[src/rtl/calc_pkg.sv]
// Shared calculator types and constants: operation codes, sequencer states, fixed-point scale.
// Latency: n/a (declarations only).
// Backpressure: n/a.
package calc_pkg;

   // Operation code as issued by the keypad/state controller
   typedef enum logic [1:0] {
      ALU_ADD = 2'd0,
      ALU_SUB = 2'd1,
      ALU_MUL = 2'd2,
      ALU_DIV = 2'd3
   } alu_op_t;

   // Sequencer control states
   typedef enum logic [1:0] {
      SEQ_IDLE   = 2'd0,
      SEQ_MUL    = 2'd1,
      SEQ_DIV    = 2'd2,
      SEQ_FINISH = 2'd3
   } seq_state_t;

   // Integer power of ten, evaluated at elaboration time
   function automatic logic [63:0] pow10(input int unsigned n);
      logic [63:0] v;
      v = 64'd1;
      for (int unsigned i = 0; i < n; i++) begin
         v = v * 64'd10;
      end
      return v;
   endfunction

   // Number of decimal fraction digits carried by every operand and result
   localparam int unsigned FRAC_DIGITS = 2;
   localparam logic [63:0] SCALE       = pow10(FRAC_DIGITS);

   localparam logic [63:0] S64_MAX = 64'h7FFF_FFFF_FFFF_FFFF;
   localparam logic [63:0] S64_MIN = 64'h8000_0000_0000_0000;

endpackage

[src/rtl/alu_sequencer_if.sv]
// Request/response bundle between the calculator controller and the arithmetic sequencer.
// Latency: n/a (wiring only).
// Backpressure: start is honoured only while busy is low; there is no other flow control.
interface alu_sequencer_if;

   logic        start;
   logic        clear;
   logic [1:0]  op;
   logic [63:0] operand_a;
   logic [63:0] operand_b;
   logic        busy;
   logic        done;
   logic [63:0] result;
   logic        overflow;
   logic        div_zero;

   // Controller side
   modport master (
      output start, clear, op, operand_a, operand_b,
      input  busy, done, result, overflow, div_zero
   );

   // Sequencer side
   modport slave (
      input  start, clear, op, operand_a, operand_b,
      output busy, done, result, overflow, div_zero
   );

endinterface

[src/rtl/seq_divider.sv]
// 128/64 unsigned restoring divider, one quotient bit per step, load/step/quotient control.
// Latency: quotient valid after exactly 128 step cycles following a load.
// Backpressure: none; the caller owns sequencing and must not step past 128.
module seq_divider (
   input  logic         clock,
   input  logic         reset_n,
   input  logic         i_load,
   input  logic [127:0] i_dividend,
   input  logic [63:0]  i_divisor,
   input  logic         i_step,
   output logic [127:0] o_quotient
);

   logic [127:0] r_q;     // dividend shifts out the top, quotient bits shift in at the bottom
   logic [63:0]  r_rem;   // partial remainder, always below the divisor
   logic [63:0]  r_dsr;
   logic [64:0]  w_trial;
   logic [64:0]  w_diff;
   logic         w_ge;

   assign w_trial = {r_rem, r_q[127]};
   assign w_diff  = w_trial - {1'b0, r_dsr};
   // trial < 2*divisor, so a non-negative difference never sets bit 64
   assign w_ge    = ~w_diff[64];

   // Load operands, then restore-or-subtract one bit per step
   always_ff @(posedge clock or negedge reset_n) begin
      if (!reset_n) begin
         r_q   <= '0;
         r_rem <= '0;
         r_dsr <= '0;
      end else if (i_load) begin
         r_q   <= i_dividend;
         r_rem <= '0;
         r_dsr <= i_divisor;
      end else if (i_step) begin
         r_q   <= {r_q[126:0], w_ge};
         r_rem <= w_ge ? w_diff[63:0] : w_trial[63:0];
      end
   end

   assign o_quotient = r_q;

endmodule

[src/rtl/alu_sequencer.sv]
// Multi-cycle signed fixed-point add/sub/mul/div; ALU_SATURATE_EN selects clamping on overflow.
// Latency: add/sub/div-by-zero 1 cycle, div 129 cycles, mul 193 cycles after start is sampled.
// Backpressure: start ignored while busy; clear aborts to idle with no done pulse.
module alu_sequencer
   import calc_pkg::*;
(
   input  logic           clock,
   input  logic           reset_n,
   alu_sequencer_if.slave bus
);

   localparam logic [1:0] S_IDLE   = SEQ_IDLE;
   localparam logic [1:0] S_MUL    = SEQ_MUL;
   localparam logic [1:0] S_DIV    = SEQ_DIV;
   localparam logic [1:0] S_FINISH = SEQ_FINISH;

   localparam logic [127:0] SCALE_W = {64'd0, SCALE};

   logic [1:0]   r_state;
   logic [1:0]   r_op;
   logic         r_neg;        // result sign for mul/div
   logic         r_dz;         // divide by zero detected at accept
   logic [63:0]  r_a;
   logic [63:0]  r_b;
   logic [127:0] r_mcand;      // |a| shifted left once per multiply step
   logic [63:0]  r_mplier;     // |b| shifted right once per multiply step
   logic [127:0] r_prod;
   logic [6:0]   r_cnt;
   logic         r_done;
   logic [63:0]  r_result;
   logic         r_ovf;
   logic         r_dz_out;

   logic         w_accept;
   logic [63:0]  w_mag_a;
   logic [63:0]  w_mag_b;
   logic [127:0] w_scaled_a;
   logic [127:0] w_prod_next;
   logic         w_mul_last;
   logic         w_div_last;
   logic         w_div_load;
   logic [127:0] w_div_dvd;
   logic [63:0]  w_div_dsr;
   logic         w_div_step;
   logic [127:0] w_quot;
   logic [64:0]  w_sum;
   logic         w_q_hi_nz;
   logic [63:0]  w_res;
   logic         w_ovf;

   assign w_accept    = (r_state == S_IDLE) && bus.start && !bus.clear;
   assign w_mag_a     = bus.operand_a[63] ? (~bus.operand_a + 64'd1) : bus.operand_a;
   assign w_mag_b     = bus.operand_b[63] ? (~bus.operand_b + 64'd1) : bus.operand_b;
   assign w_scaled_a  = {64'd0, w_mag_a} * SCALE_W;
   assign w_prod_next = r_prod + (r_mplier[0] ? r_mcand : 128'd0);
   assign w_mul_last  = (r_state == S_MUL) && (r_cnt == 7'd63);
   assign w_div_last  = (r_state == S_DIV) && (r_cnt == 7'd127);

   // The divider is shared: |a|*SCALE / |b| for divide, product / SCALE after multiply.
   // The final multiply step hands its combinational sum straight to the divider.
   assign w_div_load = (w_accept && (bus.op == ALU_DIV) && (bus.operand_b != 64'd0)) || w_mul_last;
   assign w_div_dvd  = (r_state == S_MUL) ? w_prod_next : w_scaled_a;
   assign w_div_dsr  = (r_state == S_MUL) ? SCALE : w_mag_b;
   assign w_div_step = (r_state == S_DIV);

   seq_divider u_div (
      .clock      (clock),
      .reset_n    (reset_n),
      .i_load     (w_div_load),
      .i_dividend (w_div_dvd),
      .i_divisor  (w_div_dsr),
      .i_step     (w_div_step),
      .o_quotient (w_quot)
   );

   // Control FSM plus operand capture and the shift-add multiply loop
   always_ff @(posedge clock or negedge reset_n) begin
      if (!reset_n) begin
         r_state  <= S_IDLE;
         r_op     <= 2'd0;
         r_neg    <= 1'b0;
         r_dz     <= 1'b0;
         r_a      <= '0;
         r_b      <= '0;
         r_mcand  <= '0;
         r_mplier <= '0;
         r_prod   <= '0;
         r_cnt    <= '0;
      end else if (bus.clear) begin
         r_state <= S_IDLE;
         r_cnt   <= '0;
      end else begin
         case (r_state)
            S_IDLE: begin
               if (bus.start) begin
                  r_op     <= bus.op;
                  r_neg    <= bus.operand_a[63] ^ bus.operand_b[63];
                  r_dz     <= (bus.op == ALU_DIV) && (bus.operand_b == 64'd0);
                  r_a      <= bus.operand_a;
                  r_b      <= bus.operand_b;
                  r_mcand  <= {64'd0, w_mag_a};
                  r_mplier <= w_mag_b;
                  r_prod   <= '0;
                  r_cnt    <= '0;
                  if (bus.op == ALU_MUL)
                     r_state <= S_MUL;
                  else if ((bus.op == ALU_DIV) && (bus.operand_b != 64'd0))
                     r_state <= S_DIV;
                  else
                     r_state <= S_FINISH;
               end
            end
            S_MUL: begin
               r_prod   <= w_prod_next;
               r_mcand  <= r_mcand << 1;
               r_mplier <= r_mplier >> 1;
               r_cnt    <= w_mul_last ? 7'd0 : r_cnt + 7'd1;
               if (w_mul_last)
                  r_state <= S_DIV;
            end
            S_DIV: begin
               r_cnt <= r_cnt + 7'd1;
               if (w_div_last)
                  r_state <= S_FINISH;
            end
            default: begin
               r_state <= S_IDLE;
            end
         endcase
      end
   end

   assign w_sum     = (r_op == ALU_SUB) ? ({r_a[63], r_a} - {r_b[63], r_b})
                                        : ({r_a[63], r_a} + {r_b[63], r_b});
   assign w_q_hi_nz = |w_quot[127:64];

   // Signed result and overflow from either the 65-bit sum or the quotient magnitude
   always_comb begin
      w_res = 64'd0;
      w_ovf = 1'b0;
      if (r_dz) begin
         w_res = 64'd0;
         w_ovf = 1'b0;
      end else if ((r_op == ALU_ADD) || (r_op == ALU_SUB)) begin
         w_ovf = w_sum[64] ^ w_sum[63];
         w_res = w_sum[63:0];
`ifdef ALU_SATURATE_EN
         if (w_ovf)
            w_res = w_sum[64] ? S64_MIN : S64_MAX;
`endif
      end else begin
         // A negative result may reach magnitude 2^63; a positive one stops at 2^63-1
         w_ovf = w_q_hi_nz | (r_neg ? (w_quot[63:0] > S64_MIN) : w_quot[63]);
         w_res = r_neg ? (~w_quot[63:0] + 64'd1) : w_quot[63:0];
`ifdef ALU_SATURATE_EN
         if (w_ovf)
            w_res = r_neg ? S64_MIN : S64_MAX;
`endif
      end
   end

   // Registered outputs: result and flags hold until the next done, clear or reset
   always_ff @(posedge clock or negedge reset_n) begin
      if (!reset_n) begin
         r_done   <= 1'b0;
         r_result <= '0;
         r_ovf    <= 1'b0;
         r_dz_out <= 1'b0;
      end else if (bus.clear) begin
         r_done   <= 1'b0;
         r_result <= '0;
         r_ovf    <= 1'b0;
         r_dz_out <= 1'b0;
      end else if (r_state == S_FINISH) begin
         r_done   <= 1'b1;
         r_result <= w_res;
         r_ovf    <= w_ovf;
         r_dz_out <= r_dz;
      end else begin
         r_done <= 1'b0;
      end
   end

   assign bus.busy     = (r_state != S_IDLE);
   assign bus.done     = r_done;
   assign bus.result   = r_result;
   assign bus.overflow = r_ovf;
   assign bus.div_zero = r_dz_out;

endmodule

[src/flat_wrapper.sv]
// flat-port wrapper written by rule: the top's interface ports become plain ports
module alu_sequencer_flat import calc_pkg::*;
  (clock, reset_n, bus_start, bus_clear, bus_op, bus_operand_a, bus_operand_b, bus_busy, bus_done, bus_result, bus_overflow, bus_div_zero);
  alu_sequencer_if bus_i ();
  input  logic clock;
  input  logic reset_n;
  input wire logic [$bits(bus_i.start)-1:0] bus_start;
  input wire logic [$bits(bus_i.clear)-1:0] bus_clear;
  input wire logic [$bits(bus_i.op)-1:0] bus_op;
  input wire logic [$bits(bus_i.operand_a)-1:0] bus_operand_a;
  input wire logic [$bits(bus_i.operand_b)-1:0] bus_operand_b;
  output wire logic [$bits(bus_i.busy)-1:0] bus_busy;
  output wire logic [$bits(bus_i.done)-1:0] bus_done;
  output wire logic [$bits(bus_i.result)-1:0] bus_result;
  output wire logic [$bits(bus_i.overflow)-1:0] bus_overflow;
  output wire logic [$bits(bus_i.div_zero)-1:0] bus_div_zero;
  assign bus_i.start = bus_start;
  assign bus_i.clear = bus_clear;
  assign bus_i.op = bus_op;
  assign bus_i.operand_a = bus_operand_a;
  assign bus_i.operand_b = bus_operand_b;
  assign bus_busy = bus_i.busy;
  assign bus_done = bus_i.done;
  assign bus_result = bus_i.result;
  assign bus_overflow = bus_i.overflow;
  assign bus_div_zero = bus_i.div_zero;
  alu_sequencer u_core (.clock(clock), .reset_n(reset_n), .bus(bus_i));
endmodule
[config.mk]
export PLATFORM = sky130hd
export DESIGN_NAME = alu_sequencer_flat
export DESIGN_NICKNAME = d
export VERILOG_FILES = /design/src/rtl/calc_pkg.sv /design/src/rtl/alu_sequencer_if.sv /design/src/rtl/seq_divider.sv /design/src/rtl/alu_sequencer.sv /design/src/flat_wrapper.sv
export SDC_FILE = /design/constraint.sdc
export NUM_CORES = 2
export LEC_CHECK = 0
export CAP_MARGIN = 30
export CORE_MARGIN = 4
export CORE_UTILIZATION = 47
export DETAILED_ROUTE_END_ITERATION = 10
export PLACE_DENSITY = 0.71
export SYNTH_ARGS = -nofsm -noshare
export SYNTH_HDL_FRONTEND = slang
export SYNTH_SLANG_ARGS = --single-unit
[constraint.sdc]
create_clock -name clock -period 6 [get_ports clock]
set_input_delay 0.9 -clock clock [delete_from_list [all_inputs] [get_ports clock]]
set_output_delay 0.9 -clock clock [all_outputs]
set_load 0.005 [all_outputs]
==> flow_metrics.tcl <==
set metrics [dict create \
    p_leak_uw 0.0342 \
    slew_headroom 0.320 \
    cp.arrival_ns 6.72 \
    htreeDepth 3 \
    synth.avg_cell_area_sq_um 8.17 \
    cts.root.buffer_cell "clkbuf_16" \
    finalSetupTns_ns -0.0999 \
    setup_slack_ns -0.0999 \
    ys_async_sr_fraction 1.00 \
    hp-class "primary input to asynchronous set/reset pin" \
    final-seq-area_sq_um 19600 \
    grt_pass1_vias 59000 \
    mostFrequentLayoutCells "nand2_1 (900), dfrtp_1 (781), o21ai_0 (695)" \
    hold_ws_ns 0.225 \
    placed_cell_area_sq_um 70700 \
    post_drt_via_cell_ratio 5.99 \
    start_util 0.473 \
    vias 60300 \
    crit_required_ns 6.62 \
    worstSetupEndpointType "register" \
    hold_violations 0 \
    dr.pass1.iters 8 \
    synth_nets 8390 \
    cts_sinks 784 \
    place_hpwl_um 173000 \
    grt_max_degree 174 \
    synth_edf_count 0 \
    drt-total-wl_um 225000 \
    period_needed_ns 6.10 \
    maxCapViolations 0 \
    utilization 0.568 \
    ys_seq_area_frac 0.311 \
    grt_usage 0.310 \
    status "finished with violations" \
    antenna_left 0 \
    die_y_um 375 \
    fp-row-count 134 \
    r2r_start "u_core.r_b[22]" \
    portBuffers 201 \
    grt_pass1_wl_um 345000 \
    slew_viol_final 0 \
    r2r_setup_slack_ns 0.22 \
    tritoncts.num_buffers 94 \
    netlist_area_sq_um 63200 \
    fin_nets 8870 \
    cts.clk_slew.worst_paths_ns 0.06 \
    cts_hold_buf 0 \
    fp.dieW_um 375 \
    yosys_warnings 0 \
    io_pins 202 \
    gp_congestion 0.975 \
    max_freq_ghz 0.164 \
    syn-instance-count 7734 \
    tightest_slew_ns 1.02 \
    setup-violations-final 1 \
    rsz0062_at_grt "yes" \
    worstReg2RegEnd "u_core.bus.result[60]" \
    drc 0 \
    n_fill_cell 12200 \
    layout-drive-gt1-share 0.147 \
    final_common_cell "nand2_1" \
    antenna_found_initial 17 \
    cts_tree "done" \
    period_share 1.02 \
    ir_drop_v 0.000343 \
    synth-seq-cells 784 \
    coreArea_sq_um 133000 \
    multi_input_area_sq_um 41700 \
    cts_max_path_buffers 3 \
    power_density_nw_per_um2 583 \
    yosys.cell_types.count 90 \
    syn2layout_area_growth_pct 20.0 \
    timing_worst_setup_path_type "primary input to register" \
    stdcell_area_sq_um 75800 \
    crit_path_start "bus_operand_a[40]" \
    startpoint_type "primary input" \
    routedWlPerCell_um 22.4 \
    drtIter0Drc 5270 \
    rr_worst_depth 18 \
    critPathMaxFanout 4 \
    insertion_delay_ns 0.74 \
    overflow 0 \
    synth_ff_type "dfrtp_1" \
    fin_skew_ns 0.0398 \
    violations "negative setup slack" \
    die_area_sq_um 140000 \
]
flip-flops by register name (all words and copies together) (netlist names), 7 cells and up:
register and cells:
u_core.u_div.r_dsr 64, u_core.bus.result 64, u_core.r_cnt 7, u_core.u_div.r_rem 64, u_core.r_a 64, u_core.r_b 64, u_core.r_prod 128, u_core.u_div.o_quotient 128
u_core.r_mplier 64, u_core.r_mcand 128
worst max-delay path, cell delays in order:
cell and delay (ns):
clkdlybuf4s50_1 0.49, or3_4 0.37, or3_4 0.35, or3_4 0.36, or2_4 0.30, o41ai_4 0.29, xor2_1 0.25, inv_1 0.11
buf_4 0.15, ha_4 0.21, ha_4 0.26, inv_2 0.04, fa_1 0.52, inv_2 0.05, ha_4 0.26, nand4_1 0.14
or3b_4 0.41, a311o_1 0.40, nand2_2 0.13, a21oi_4 0.08, o211ai_1 0.23, o41ai_2 0.12, a221oi_1 0.29
logic make-up (layout without fill, tap and decap cells):
family,after synthesis,in the layout,synth area share
AOI/OAI and AO/OA,2349,2349,0.226
and+or+nand+nor,2280,2280,0.169
buffers and inverters,942,1500,0.0560
DFF,784,784,0.311
xor gates and xnor gates,555,555,0.0769
adders and majority gates,522,522,0.111
muxes,302,302,0.0506
other,0,10,0
metrics by stage:
stage / instances / worst slack [ns] / total power (uW)
global route: 10100 / -0.298 / 47300
global placement: 9834 / -1.17 / 36000
detailed placement: 9835 / -1.32 / 36300
finish: 10100 / -0.0999 / 44200
CTS: 10000 / 0.000794 / 43200
floorplan: 7734 / -0.351 / 26600
where the power goes:
group / internal (uW) / switching, uW
registers: 7150 / 1790
clock network: 3730 / 2510
logic: 12100 / 16900
routing by layer:
metal | routed length (um) | up-vias | global-route usage
met4 | 12800 | 20 | 0.151
met1 | 96500 | 29300 | 0.408
met3 | 13000 | 535 | 0.0457
li1 | - | 28500 | -
met5 | 138 | - | 0
met2 | 103000 | 1977 | 0.499
cell type report:
cell class,instances,share of cell area
Multi-Input combinational cell,6008,0.551
Antenna cell,10,0.000330
Clock buffer,134,0.0359
Timing Repair Buffer,830,0.0921
Sequential cell,784,0.259
Inverter,496,0.0246
Clock inverter,40,0.00835
Tap cell,1768,0.0292
Yosys cell counts, types with 57 or more instances:
cell	n	share of area
a211oi_1	76	0.0090
a21o_1	146	0.017
a21oi_1	710	0.056
a31oi_1	64	0.0063
and2_1	153	0.015
clkbuf_1	415	0.025
dfrtp_1	784	0.31
fa_1	62	0.020
ha_1	460	0.091
inv_1	492	0.029
mux2_2	138	0.025
mux2i_1	164	0.026
nand2_1	915	0.054
nand3_1	161	0.013
nand4_1	137	0.014
nor2_1	456	0.027
nor2b_1	57	0.0056
nor3_1	104	0.0082
o21ai_0	724	0.057
o21bai_1	85	0.010
o22ai_1	63	0.0062
o31ai_1	94	0.011
xnor2_1	270	0.037
xor2_1	285	0.040
worst max path at each step:
stage                                        endpoint  depth (start not counted)
after floorplan           u_core.u_div.o_quotient[70]                         23
after global placement    u_core.u_div.o_quotient[68]                         27
after detailed placement  u_core.u_div.o_quotient[68]                         27
after CTS                 u_core.u_div.o_quotient[70]                         24
after global routing      u_core.u_div.o_quotient[70]                         25
final                     u_core.u_div.o_quotient[70]                         23
timing repair:
item / 4_1_cts / 5_1_grt
setup endpoints to repair: 29 / 45
resized for setup: 147 / 156
endpoints found under the hold margin: 0 / 0
pin swaps: 116 / 125
setup buffers: 29 / 24
Note: power is estimated with default switching activity, not from simulation.
